## config.mk

```make
export PLATFORM = sky130hd
export DESIGN_NAME = uart_wb_host
export DESIGN_NICKNAME = d
export VERILOG_FILES = /design/src/rtl/uart_wb_host.sv
export SDC_FILE = /design/constraint.sdc
export NUM_CORES = 1
export LEC_CHECK = 0
export CAP_MARGIN = 20
export CORE_UTILIZATION = 30
export DETAILED_ROUTE_END_ITERATION = 10
export GPL_TIMING_DRIVEN = 0
export PLACE_DENSITY_LB_ADDON = 0.25
export SLEW_MARGIN = 0
export SYNTH_ARGS = -nofsm -noshare
export SYNTH_HDL_FRONTEND = slang
export SYNTH_SLANG_ARGS = --single-unit
export TNS_END_PERCENT = 10
```

## constraint.sdc

```tcl
create_clock -name clk -period 6.45 [get_ports clk]
set_input_delay 0.645 -clock clk [delete_from_list [all_inputs] [get_ports clk]]
set_output_delay 0.645 -clock clk [all_outputs]
set_load 0.02 [all_outputs]
```

## src/rtl/uart_wb_host.sv

```systemverilog
// rtl/uart_wb_host.sv - UART command-frame initiator for the UART-to-Wishbone bridge
// Serialises read/write requests as 8N1 frames and collects read response bytes.
module uart_wb_host #(
  parameter int         DATA_WIDTH        = 32,
  parameter int         ADDR_WIDTH        = 32,
  parameter int         BAUD_RATE         = 9600,
  parameter int         CLOCK_FREQ        = 50000000,
  parameter logic [7:0] CMD_READ          = 8'h01,
  parameter logic [7:0] CMD_WRITE         = 8'hAA,
  parameter int         RESP_TIMEOUT_BITS = 40
) (
  input  logic                  clk,
  input  logic                  rst,
  input  logic                  i_req_valid,
  output logic                  o_req_ready,
  input  logic                  i_req_we,
  input  logic [ADDR_WIDTH-1:0] i_req_adr,
  input  logic [DATA_WIDTH-1:0] i_req_dat,
  output logic                  o_rsp_valid,
  output logic [DATA_WIDTH-1:0] o_rsp_dat,
  output logic                  o_rsp_err,
  output logic                  o_uart_tx,
  input  logic                  i_uart_rx,
  output logic                  o_busy
);
  localparam int CPB  = CLOCK_FREQ / BAUD_RATE;
  localparam int TMO  = RESP_TIMEOUT_BITS * CPB;
  localparam int CW   = $clog2(CPB + 1);
  localparam int TW   = $clog2(TMO + 1);
  localparam logic [7:0]    NB_ADR   = 8'(ADDR_WIDTH / 8);
  localparam logic [7:0]    NB_DAT   = 8'(DATA_WIDTH / 8);
  localparam logic [CW-1:0] CNT_LAST = CW'(CPB - 1);
  localparam logic [CW-1:0] CNT_HALF = CW'(CPB / 2 - 1);
  localparam logic [TW-1:0] TMO_LAST = TW'(TMO - 1);

  typedef enum logic [2:0] {IDLE, SEND_CMD, SEND_ADR, SEND_DAT, RECV_DAT, DONE} state_t;

  state_t                state_q, state_d;
  logic                  we_q, we_d;
  logic [ADDR_WIDTH-1:0] adr_q, adr_d;
  logic [DATA_WIDTH-1:0] dat_q, dat_d, rd_word;
  logic [7:0]            byte_q, byte_d;
  logic [9:0]            tx_sh_q, tx_sh_d;
  logic [CW-1:0]         tx_cnt_q, tx_cnt_d;
  logic [3:0]            tx_bit_q, tx_bit_d;
  logic [TW-1:0]         tmo_q, tmo_d;
  logic [DATA_WIDTH-1:0] rsp_dat_q, rsp_dat_d;
  logic                  rsp_err_q, rsp_err_d;
  logic                  rx_s1_q, rx_s2_q, rx_prev_q;
  logic                  rx_act_q, rx_act_d;
  logic [CW-1:0]         rx_cnt_q, rx_cnt_d;
  logic [3:0]            rx_bit_q, rx_bit_d;
  logic [7:0]            rx_sh_q, rx_sh_d;
  logic                  rx_done, rx_ferr, tx_bit_end, tx_byte_end;

  // Receiver runs continuously; its completed bytes only matter in RECV_DAT.
  always_comb begin
    rx_act_d = rx_act_q;
    rx_cnt_d = rx_cnt_q;
    rx_bit_d = rx_bit_q;
    rx_sh_d  = rx_sh_q;
    rx_done  = 1'b0;
    rx_ferr  = 1'b0;
    if (!rx_act_q) begin
      if (rx_prev_q && !rx_s2_q) begin
        rx_act_d = 1'b1;
        rx_cnt_d = '0;
        rx_bit_d = 4'd0;
      end
    end else if (rx_bit_q == 4'd0) begin
      if (rx_cnt_q == CNT_HALF) begin
        rx_cnt_d = '0;
        if (rx_s2_q) rx_act_d = 1'b0;
        else         rx_bit_d = 4'd1;
      end else begin
        rx_cnt_d = rx_cnt_q + 1'b1;
      end
    end else if (rx_cnt_q == CNT_LAST) begin
      rx_cnt_d = '0;
      if (rx_bit_q == 4'd9) begin
        rx_act_d = 1'b0;
        rx_done  = 1'b1;
        rx_ferr  = !rx_s2_q;
      end else begin
        rx_sh_d  = {rx_s2_q, rx_sh_q[7:1]};
        rx_bit_d = rx_bit_q + 4'd1;
      end
    end else begin
      rx_cnt_d = rx_cnt_q + 1'b1;
    end
  end

  always_comb begin
    state_d     = state_q;
    we_d        = we_q;
    adr_d       = adr_q;
    dat_d       = dat_q;
    byte_d      = byte_q;
    tx_sh_d     = tx_sh_q;
    tx_cnt_d    = tx_cnt_q;
    tx_bit_d    = tx_bit_q;
    tmo_d       = tmo_q;
    rsp_dat_d   = rsp_dat_q;
    rsp_err_d   = rsp_err_q;
    rd_word     = (dat_q << 8) | DATA_WIDTH'(rx_sh_q);
    tx_bit_end  = (tx_cnt_q == CNT_LAST);
    tx_byte_end = tx_bit_end && (tx_bit_q == 4'd9);
    case (state_q)
      IDLE: begin
        if (i_req_valid) begin
          state_d  = SEND_CMD;
          we_d     = i_req_we;
          adr_d    = i_req_adr;
          dat_d    = i_req_dat;
          tx_sh_d  = {1'b1, (i_req_we ? CMD_WRITE : CMD_READ), 1'b0};
          tx_cnt_d = '0;
          tx_bit_d = 4'd0;
        end
      end
      SEND_CMD, SEND_ADR, SEND_DAT: begin
        if (tx_bit_end) begin
          tx_cnt_d = '0;
          tx_bit_d = tx_bit_q + 4'd1;
          tx_sh_d  = {1'b1, tx_sh_q[9:1]};
        end else begin
          tx_cnt_d = tx_cnt_q + 1'b1;
        end
        // Next byte is loaded on the last stop-bit edge so bytes run back-to-back.
        if (tx_byte_end) begin
          tx_bit_d = 4'd0;
          if ((state_q == SEND_CMD) || ((state_q == SEND_ADR) && (byte_q != NB_ADR))) begin
            state_d = SEND_ADR;
            tx_sh_d = {1'b1, adr_q[ADDR_WIDTH-1 -: 8], 1'b0};
            adr_d   = adr_q << 8;
            byte_d  = (state_q == SEND_CMD) ? 8'd1 : byte_q + 8'd1;
          end else if (((state_q == SEND_ADR) && we_q) ||
                       ((state_q == SEND_DAT) && (byte_q != NB_DAT))) begin
            state_d = SEND_DAT;
            tx_sh_d = {1'b1, dat_q[DATA_WIDTH-1 -: 8], 1'b0};
            dat_d   = dat_q << 8;
            byte_d  = (state_q == SEND_ADR) ? 8'd1 : byte_q + 8'd1;
          end else if (state_q == SEND_ADR) begin
            state_d = RECV_DAT;
            tx_sh_d = '1;
            byte_d  = 8'd0;
            tmo_d   = '0;
            dat_d   = '0;
          end else begin
            state_d   = DONE;
            tx_sh_d   = '1;
            rsp_dat_d = '0;
            rsp_err_d = 1'b0;
          end
        end
      end
      RECV_DAT: begin
        if (rx_done) begin
          tmo_d = '0;
          if (rx_ferr) begin
            state_d   = DONE;
            rsp_dat_d = '0;
            rsp_err_d = 1'b1;
          end else begin
            dat_d  = rd_word;
            byte_d = byte_q + 8'd1;
            if (byte_q == NB_DAT - 8'd1) begin
              state_d   = DONE;
              rsp_dat_d = rd_word;
              rsp_err_d = 1'b0;
            end
          end
        end else if (!rx_act_q) begin
          if (tmo_q == TMO_LAST) begin
            state_d   = DONE;
            rsp_dat_d = '0;
            rsp_err_d = 1'b1;
          end else begin
            tmo_d = tmo_q + 1'b1;
          end
        end
      end
      DONE:    state_d = IDLE;
      default: state_d = IDLE;
    endcase
  end

  always_ff @(posedge clk) begin
    if (rst) begin
      state_q   <= IDLE;
      we_q      <= 1'b0;
      adr_q     <= '0;
      dat_q     <= '0;
      byte_q    <= 8'd0;
      tx_sh_q   <= '1;
      tx_cnt_q  <= '0;
      tx_bit_q  <= 4'd0;
      tmo_q     <= '0;
      rsp_dat_q <= '0;
      rsp_err_q <= 1'b0;
      rx_s1_q   <= 1'b1;
      rx_s2_q   <= 1'b1;
      rx_prev_q <= 1'b1;
      rx_act_q  <= 1'b0;
      rx_cnt_q  <= '0;
      rx_bit_q  <= 4'd0;
      rx_sh_q   <= 8'd0;
    end else begin
      state_q   <= state_d;
      we_q      <= we_d;
      adr_q     <= adr_d;
      dat_q     <= dat_d;
      byte_q    <= byte_d;
      tx_sh_q   <= tx_sh_d;
      tx_cnt_q  <= tx_cnt_d;
      tx_bit_q  <= tx_bit_d;
      tmo_q     <= tmo_d;
      rsp_dat_q <= rsp_dat_d;
      rsp_err_q <= rsp_err_d;
      rx_s1_q   <= i_uart_rx;
      rx_s2_q   <= rx_s1_q;
      rx_prev_q <= rx_s2_q;
      rx_act_q  <= rx_act_d;
      rx_cnt_q  <= rx_cnt_d;
      rx_bit_q  <= rx_bit_d;
      rx_sh_q   <= rx_sh_d;
    end
  end

  assign o_uart_tx   = tx_sh_q[0];
  assign o_req_ready = (state_q == IDLE);
  assign o_busy      = (state_q != IDLE);
  assign o_rsp_valid = (state_q == DONE);
  assign o_rsp_dat   = rsp_dat_q;
  assign o_rsp_err   = rsp_err_q;
endmodule

```

==> results of run 1 <==
-- final timing paths --
path / from / end / depth (start not counted)
max: state_q[2]$_SDFFE_PP0P_ / o_rsp_valid / 5
min: rx_s1_q$_SDFF_PP1_ / rx_s2_q$_SDFF_PP1_ / 1
max reg2reg: rx_cnt_q[0]$_SDFFE_PP0P_ / tmo_q[5]$_SDFFE_PP0P_ / 7
min reg2reg: rx_s1_q$_SDFF_PP1_ / rx_s2_q$_SDFF_PP1_ / 1
-- logic make-up (layout without fill, tap and decap cells) --
family                     Yosys count  count (layout)  share of synthesized area (%)
AOI/OAI and AO/OA                  290             290                           24.2
and+or+nand+nor                    443             443                           23.5
adders and majority gates           10              10                           1.38
buffers and inverters               92             228                           4.69
xor gates and xnor gates            14              14                           1.35
muxes                               40              40                           4.83
DFF                                182             182                           40.1
other                                0               1                              0
-- layout make-up --
class,instances,area share (%)
antenna,1,0.0223
buffer,80,3.41
clock buffer,18,3.92
clock inverter,14,1.20
inverter,12,0.402
multi-input combinational,797,44.9
sequential,182,32.5
tap,390,4.36
timing repair buffer,104,9.30
-- flip-flops by register name, indices dropped and copies added, names as in the netlist --
register   flops
adr_q         32
dat_q         32
o_rsp_dat     32
tmo_q         18
rx_cnt_q      13
tx_cnt_q      13
tx_sh_q        9
byte_q         8
rx_sh_q        8
rx_bit_q       4
tx_bit_q       4
state_q        3
o_rsp_err      1
rx_act_q       1
rx_prev_q      1
rx_s1_q        1
rx_s2_q        1
we_q           1
-- synth_stat cells (6+ instances only) --
| master | n |
|---|---|
| dfxtp_1 | 182 |
| clkbuf_1 | 50 |
| a211oi_2 | 28 |
| nand3_1 | 56 |
| mux2i_1 | 9 |
| or3_1 | 10 |
| o21ai_0 | 29 |
| a21oi_1 | 83 |
| a222oi_1 | 20 |
| inv_1 | 11 |
| xor2_1 | 11 |
| mux2_2 | 31 |
| buf_6 | 6 |
| ha_1 | 10 |
| a31oi_1 | 13 |
| nand2_1 | 133 |
| a22oi_1 | 16 |
| a211oi_1 | 13 |
| and3_1 | 9 |
| buf_2 | 17 |
| nor3_1 | 16 |
| a311oi_1 | 40 |
| nor2_1 | 152 |
| nand4_1 | 12 |
-- critical path, delay by kind of cell, from the launching register on --
kind | cells | cell delay [ns]
buf+inv | 4 | 1.85
flops | 1 | 0.31
simple gates | 1 | 0.34
-- through the flow --
stage	power, mW	utilization [%]
2_1_floorplan	2.54	-
3_3_place_gp	2.96	35.7
3_5_place_dp	2.97	35.7
4_1_cts	4.01	37.7
5_1_grt	4.25	37.7
6_report	3.99	37.7
-- report_power, final --
part	total, mW	switching [mW]	internal (mW)	leakage, nW
combinational	1.49	0.908	0.582	2.10
clock	1.03	0.507	0.524	0.278
sequential	1.47	0.161	1.31	1.48
total	3.99	1.58	2.42	3.86
-- metal layers --
| metal | track usage (%) | vias to the layer above | routed length, µm |
|---|---|---|---|
| li1 | - | 4197 | - |
| met2 | 27.7 | 220 | 12100 |
| met1 | 25.4 | 4086 | 13400 |
| met3 | 3.17 | 22 | 1450 |
| met4 | 4.96 | 0 | 469 |
| met5 | 0 | - | 0 |
==> flow_summary_export.csv, run 1 <==
group,metric,value,unit
drt,drt_iter0_markers,723,
timing,hold_viol_final,0,
timing,hold_ws,0.412,ns
global_route,grt_pass1_wl,43900,µm
logic_synthesis,synth_edf_count,0,
worst_setup_path,cp_cell_sequence,"clkbuf_1, clkbuf_1, clkbuf_1, and3_1, clkdlybuf4s50_1",
logic_synthesis,ys_warn_count,0,
die,boundaryPins,106,
timing,rsz0062_at_grt,"false",
pwr,max-vdd-ir-drop,0.000193,V
placement,dpl.hpwl,20100,µm
global_route,antenna_found_initial,1,
cells_and_area,design_area,0.0112,mm²
global_route,overflow,0,
cells_and_area,final_layout_size_suffix_gt1_share,11.9,%
global_route,grt_max_degree,19,
timing,clock_skew,0.0147,ns
clock_network,cts_hold_buffers,0,
cells_and_area,multiInputGateArea,0.00502,mm²
drt,ant_nets,0,
job,max_cap_viol_count,0,
timing,min_period_over_period,55.4,%
worst_setup_path,cpMostUsedCell,"clkbuf_1",
timing,slew_headroom,39.2,%
logic_synthesis,synth-main-ff-cell,"dfxtp_1",
logic_synthesis,syn_area,0.00909,mm²
die,core,0.0297,mm²
clock_network,cts_tree,"built",
pwr,p_leak,3.86,nW
hold_path,hp-class,"flop to flop",
timing,tns,0,ns
clock_network,path_clk_slew,0.07,ns
cells_and_area,instances_no_fill,1598,
cells_and_area,final_common_cell,"dfxtp_1",
worst_setup_path,startpoint_type,"flop",
clock_network,root_buffer,"clkbuf_16",
placement,place_inst,1565,
worst_setup_path,max_stage_delay,0.64,ns
clock_network,clockBufferDepth,2,
placement,dpl_cell_area,0.0106,mm²
worst_setup_path,reg2reg_slack,3.52,ns
worst_setup_path,slowest_stage,"clkdlybuf4s50_1",
timing,slew_violations,0,
logic_synthesis,synth_cells,1071,
global_route,grtUsageTotal,17.9,%
die,initial_core_util,30.6,%
logic_synthesis,yosysTopAreaCell,"dfxtp_1",
cells_and_area,final_cell_mix,"dfxtp_1 (182), nor2_1 (152), nand2_1 (133)",
clock_network,ctsResizeCount,0,
logic_synthesis,ys_seq_area_share,40.1,%
clock_network,cts.sinks,182,
timing,period_minus_slack,3.57,ns
global_route,first_global_vias,7964,
logic_synthesis,synth_area_leaders,"dfxtp_1 (40%), nor2_1 (6.3%), nand2_1 (5.5%)",
die,die_height,176,µm
worst_setup_path,path_class,"flop to output port",
drt,wl_per_cell,17.2,µm
drt,drc,0,
timing,fin_ws,2.88,ns
placement,finalWeightedCongestion,0.841,
placement,pre_cts_ws,3.24,ns
run_status,status,"complete, no violations",
worst_setup_path,end_kind,"output port",
cells_and_area,areaGrowthSynthToFinish,23.1,%
timing,setup_viol,0,
logic_synthesis,synth.top_cell.area_share,40.1,%
timing,fmax,0.280,GHz
clock_network,numCtsBuffers,17,
pwr,power.density,357,mW/mm²
logic_synthesis,async_reset_ff_share,0,%
logic_synthesis,syn-num-nets,1150,
clock_network,clock_latency,0.44,ns
drt,dr.pass1.iters,7,
drt,vias,8525,
placement,port_buffers,104,
worst_setup_path,cp_data_arrival_time,2.93,ns
worst_setup_path,critPathMaxFanout,10,
drt,drt-total-wl,27500,µm
cells_and_area,ff_latch_area,0.00364,mm²
clock_network,cts_htree_levels,4,
cells_and_area,num-nets-final,1273,
die,dieArea,0.0310,mm²
clock_network,cts_setup_buffers,0,
drt,via_per_inst,5.33,
worst_setup_path,worstPathRequired,5.80,ns
logic_synthesis,ys_seq_elements,182,
logic_synthesis,synth.avg_cell_area,8.49,µm²
logic_synthesis,synth_cell_type_count,78,
timing,worst_slew_pin_slew,0.911,ns
die,fp.dieW,176,µm
die,fp-row-count,63,
cells_and_area,num-fill-cells,3112,
No activity file was read; power rests on OpenSTA's default activity.
==> inputs of run 2 (changes only) <==
==> constraint.sdc (replaced) <==
create_clock -name clk -period 2.9 [get_ports clk]
set_input_delay 0.29 -clock clk [delete_from_list [all_inputs] [get_ports clk]]
set_output_delay 0.29 -clock clk [all_outputs]
set_load 0.02 [all_outputs]
==> run 2 against run 1 <==
Effect of this change: count of clock-buffer cells in the layout stayed put; global-route usage about the same; utilization increased by 0.080 points; critical path depth unchanged; total power rose by 120%; register-to-register slack worse by 3.3 ns; clock skew is essentially flat; via count hardly changed; sequential share of layout area down 0.069 points; flip-flop and latch count unchanged; combinational power increased by 120%; critical path type unchanged; largest cell class unchanged; largest power group unchanged.
==> flow_summary_export.csv, run 2 (synthesis gave the netlist of run 1 again) <==
group,metric,value,unit
cells_and_area,multiInputGateArea,0.00504,mm²
worst_setup_path,path_class,"flop to output port",
die,dieArea,0.0310,mm²
clock_network,cts_htree_levels,4,
timing,hold_viol_final,0,
pwr,power_frac_seq,36.9,%
global_route,grtUsageTotal,17.9,%
placement,finalWeightedCongestion,0.841,
cells_and_area,final_common_cell,"dfxtp_1",
global_route,antenna_found_initial,0,
timing,period_minus_slack,2.81,ns
worst_setup_path,critPathMaxFanout,13,
cells_and_area,areaGrowthSynthToFinish,23.4,%
timing,fmax,0.356,GHz
run_status,status,"complete, no violations",
timing,slew_headroom,39.6,%
placement,port_buffers,104,
clock_network,cts.sinks,182,
placement,place_inst,1565,
worst_setup_path,cp_cell_sequence,"clkbuf_1, or3_1, clkbuf_1, clkinvlp_4, clkdlybuf4s50_1",
drt,drc,0,
drt,drt_iter0_markers,737,
cells_and_area,num-fill-cells,3109,
cells_and_area,n_antenna_cell,0,
die,fp.dieW,176,µm
drt,dr.pass1.iters,5,
worst_setup_path,cpMostUsedCell,"clkbuf_1",
cells_and_area,final_cell_mix,"dfxtp_1 (182), nor2_1 (152), nand2_1 (133)",
drt,vias,8527,
cells_and_area,design_area,0.0112,mm²
drt,wl_per_cell,17.2,µm
timing,worst_slew_pin_slew,0.905,ns
timing,clock_skew,0.0151,ns
pwr,max-vdd-ir-drop,0.000426,V
pwr,sw_frac_of_total,39.5,%
cells_and_area,num-nets-final,1273,
worst_setup_path,max_stage_delay,0.63,ns
placement,dpl_cell_area,0.0106,mm²
timing,fin_ws,0.0944,ns
die,fp-row-count,63,
cells_and_area,ff_latch_area,0.00364,mm²
pwr,clkPwrFrac,25.8,%
drt,ant_nets,0,
clock_network,clockBufferDepth,2,
worst_setup_path,cp_data_arrival_time,2.52,ns
placement,dpl.hpwl,20100,µm
placement,pre_cts_ws,-0.0394,ns
die,initial_core_util,30.6,%
global_route,first_global_vias,7945,
worst_setup_path,startpoint_type,"flop",
pwr,internal_power,5.38,mW
timing,tns,0,ns
clock_network,clock_latency,0.44,ns
die,core,0.0297,mm²
die,die_height,176,µm
timing,slew_violations,0,
die,boundaryPins,106,
pwr,switching_power,3.51,mW
drt,via_per_inst,5.34,
cells_and_area,instances_no_fill,1597,
drt,drt-total-wl,27500,µm
timing,setup_viol,0,
global_route,overflow,0,
clock_network,path_clk_slew,0.07,ns
pwr,power.density,792,mW/mm²
global_route,grt_pass1_wl,43900,µm
pwr,power,8.89,mW
pwr,p_leak,3.88,nW
worst_setup_path,worstPathRequired,2.61,ns
pwr,p_comb_share,37.3,%
timing,rsz0062_at_grt,"true",
clock_network,cts_tree,"built",
clock_network,cts_hold_buffers,0,
clock_network,root_buffer,"clkbuf_16",
clock_network,numCtsBuffers,17,
cells_and_area,final_layout_size_suffix_gt1_share,12.4,%
worst_setup_path,end_kind,"output port",
hold_path,hp-class,"input port to flop",
job,max_cap_viol_count,0,
worst_setup_path,slowest_stage,"clkdlybuf4s50_1",
global_route,grt_max_degree,19,
timing,min_period_over_period,96.7,%
==> run 2: final timing paths <==
path	start	to	slack, ns	cells past startpoint
worst max-delay path	state_q[0]$_SDFFE_PP0P_	o_req_ready	0.09	5
worst min-delay path	rst	rx_prev_q$_SDFF_PP1_	0.39	3
worst max register to register	state_q[1]$_SDFFE_PP0P_	dat_q[29]$_SDFFE_PP0P_	0.24	7
worst min register to register	rx_s1_q$_SDFF_PP1_	rx_s2_q$_SDFF_PP1_	0.41	1
==> run 2: layout make-up <==
type	count	share of cell area, %
flip-flops and latches	182	32.5
inverters	12	0.435
clock inverters	14	1.19
plain buffers	78	3.36
clock buffers	18	3.91
well taps	390	4.35
repair buffers	106	9.41
multi-input cells	797	44.9
==> run 2: routing by layer <==
metal  vias to the layer above  share of wire [%]  global-route usage, %
met5                         -                  0                      0
met4                         0                1.5                   4.53
met3                        25                4.9                   2.82
met2                       231                 44                   27.8
met1                      4072                 49                   25.6
li1                       4199                  -                      -
==> run 2: metrics by stage <==
stage | utilization [%] | hold slack (ns)
after floorplan | - | 0.389
after global placement | 35.7 | 0.395
after detailed placement | 35.7 | 0.394
after CTS | 37.8 | 0.384
after global routing | 37.8 | 0.415
final | 37.8 | 0.393
==> run 2: timing repair <==
item	4_1_cts	5_1_grt
setup buffers	2	0
resized for setup	3	3
setup endpoints to repair	34	7
hold endpoints to repair	0	0
pin swaps	1	0
==> run 2: worst max-delay path, delay by kind of cell, from the launching register on <==
kind                   cells  cell delay [ns]
AND/OR/NAND/NOR            1             0.16
buffers and inverters      4             1.61
flip-flops                 1             0.31
==> run 2: power by group through the flow <==
stage | sequential (mW) | clock, mW | combinational (mW)
CTS | 3.27 | 2.35 | 3.30
detailed placement | 3.32 | 0 | 3.29
floorplan | 3.18 | 0 | 2.46
global route | 3.32 | 2.46 | 3.66
global placement | 3.32 | 0 | 3.25
finish | 3.28 | 2.29 | 3.32
==> patch (flow settings as in run 1) <==
Set the parameter `ADDR_WIDTH` to 48 (it was 32).
--- a/src/rtl/uart_wb_host.sv
+++ b/src/rtl/uart_wb_host.sv
@@ -4,3 +4,3 @@
   parameter int         DATA_WIDTH        = 32,
-  parameter int         ADDR_WIDTH        = 32,
+  parameter int         ADDR_WIDTH        = 48,
   parameter int         BAUD_RATE         = 9600,
Ports: changed (resized i_req_adr); port bits go from 106 to 122. No check against the original RTL was run, so the function may have changed too.
==> patch against run 1 <==
Count of clock-buffer cells in the layout stayed put; highest routed layer unchanged; area after synthesis is 4.6% higher; critical path type unchanged; design area is 5.6% higher; worst hold slack better by 0.016 ns; sequential share of layout area is 0.98 points higher; fmax is 15% higher; worst setup slack better by 0.46 ns; wire length is 6.7% higher; sequential cell count is 16 higher.
Power is not compared: it rests on default switching activity, and its combinational part moved more than twofold at a synthesized area within 25%.
==> patch: results <==
set metrics [dict create \
    wl_per_cell_um 16.7 \
    startpoint "state_q[1]" \
    ff2ff_setup_slack_ns 3.37 \
    status "complete, no violations" \
    hpwl_um 21800 \
    synth-async-reset-ratio_pct 0 \
    nets 1444 \
    layout.filler_cells 3236 \
    top_register "adr_q" \
    first_pass_iters 5 \
    htree_levels 4 \
    grt_use_total_pct 18.0 \
    fmax_mhz 321 \
    yosys_warnings 0 \
    grt_pass1_vias 8990 \
    syn_nets 1305 \
    largest_register_ff_count 48 \
    regToRegEndpoint "tmo_q[6]" \
    area_growth_pct 24.3 \
    path_clk_slew_ns 0.08 \
    relSlewSlack_pct 29.0 \
    rr_worst_depth 8 \
    total_leakage_power_nw 4.06 \
    grt_max_degree 21 \
    clk_path_buf_depth 2 \
    routabilityCongestion 0.876 \
    vdd_drop_max_mv 0.189 \
    initialDrtViolationCount 781 \
    ys_top_cells_by_area "dfxtp_1 (42%), nand2_1 (7.9%), nor2_1 (4.4%), o21a_1 (3.6%), a31oi_1 (3.6%)" \
    cts-resized-gates 0 \
    cts_setup_buffers 0 \
    drive_gt1_share_pct 5.36 \
    yosysSeqAreaShare_pct 41.7 \
    synth_common_cells "nand2_1 (201), dfxtp_1 (198), nor2_1 (112)" \
    clkLatencyLatePin_ns 0.45 \
    setup_viol 0 \
    ys.flop_type "dfxtp_1" \
    cts_buffers 17 \
    hold_viol_final 0 \
    io_buffer_count 120 \
    hold_path_class "reg -> reg" \
    antenna_found_initial 0 \
    vias 9379 \
    diodes 0 \
    cp.arrival_ns 2.47 \
    finalClockSkew_ns 0.0169 \
    synth_cell_types 73 \
    root_buffer "clkbuf_16" \
    endpoint "o_req_ready" \
    timing.rr.start "tmo_q[0]" \
    grt_pass1_wl_um 47300 \
]
==> patch: how the worst min path moves through the flow <==
stage                     slack, ns     from  cells after the start  endpoint
after floorplan                0.39  rx_s1_q                      1   rx_s2_q
after global placement         0.40  rx_s1_q                      1   rx_s2_q
after detailed placement       0.40  rx_s1_q                      1   rx_s2_q
after CTS                      0.43  rx_s1_q                      1   rx_s2_q
after global routing           0.45  rx_s1_q                      1   rx_s2_q
final                          0.43  rx_s1_q                      1   rx_s2_q
==> patch: cell type report <==
| class | instances | area share, % |
|---|---|---|
| Tap cell | 396 | 4.19 |
| Sequential cell | 198 | 33.5 |
| Buffer | 86 | 2.99 |
| Inverter | 16 | 0.508 |
| Clock inverter | 14 | 1.58 |
| Clock buffer | 18 | 3.63 |
| Multi-Input combinational cell | 909 | 43.4 |
| Timing Repair Buffer | 120 | 10.2 |
==> patch: kinds of logic after synthesis <==
logic type / count (synthesis) / synth area share [%]
compound gates: 337 / 23.5
xor+xnor: 8 / 0.736
fa+ha+maj: 11 / 1.45
buf+inv: 102 / 4.35
flops: 198 / 41.7
mux: 2 / 0.210
simple gates: 551 / 28.1
==> patch: critical path: stages (launching register included) <==
cell,delay [ns]
dfxtp_1,0.30
clkbuf_1,0.15
clkbuf_1,0.28
or3_1,0.51
inv_1,0.17
clkdlybuf4s50_1,0.63
==> patch: power breakdown <==
group / internal [mW] / switching [mW]
logic: 0.137 / 0.184
registers: 1.28 / 0.0416
clock network: 0.562 / 0.550
==> patch: layer usage <==
layer | share of wire (%) | up-vias | wire (um) | GRT usage, %
met2 | 44 | 302 | 13000 | 28.3
li1 | - | 4669 | - | -
met4 | 1.9 | 0 | 551 | 5.91
met5 | 0 | - | 0 | 0
met3 | 5.4 | 41 | 1570 | 3.27
met1 | 49 | 4367 | 14200 | 24.8
==> patch: per-stage QoR <==
step           cells  area (um^2)
6_report        1757        11800
4_1_cts         1757        11800
5_1_grt         1757        11800
2_1_floorplan   1209         9510
3_3_place_gp    1725        11200
3_5_place_dp    1725        11200
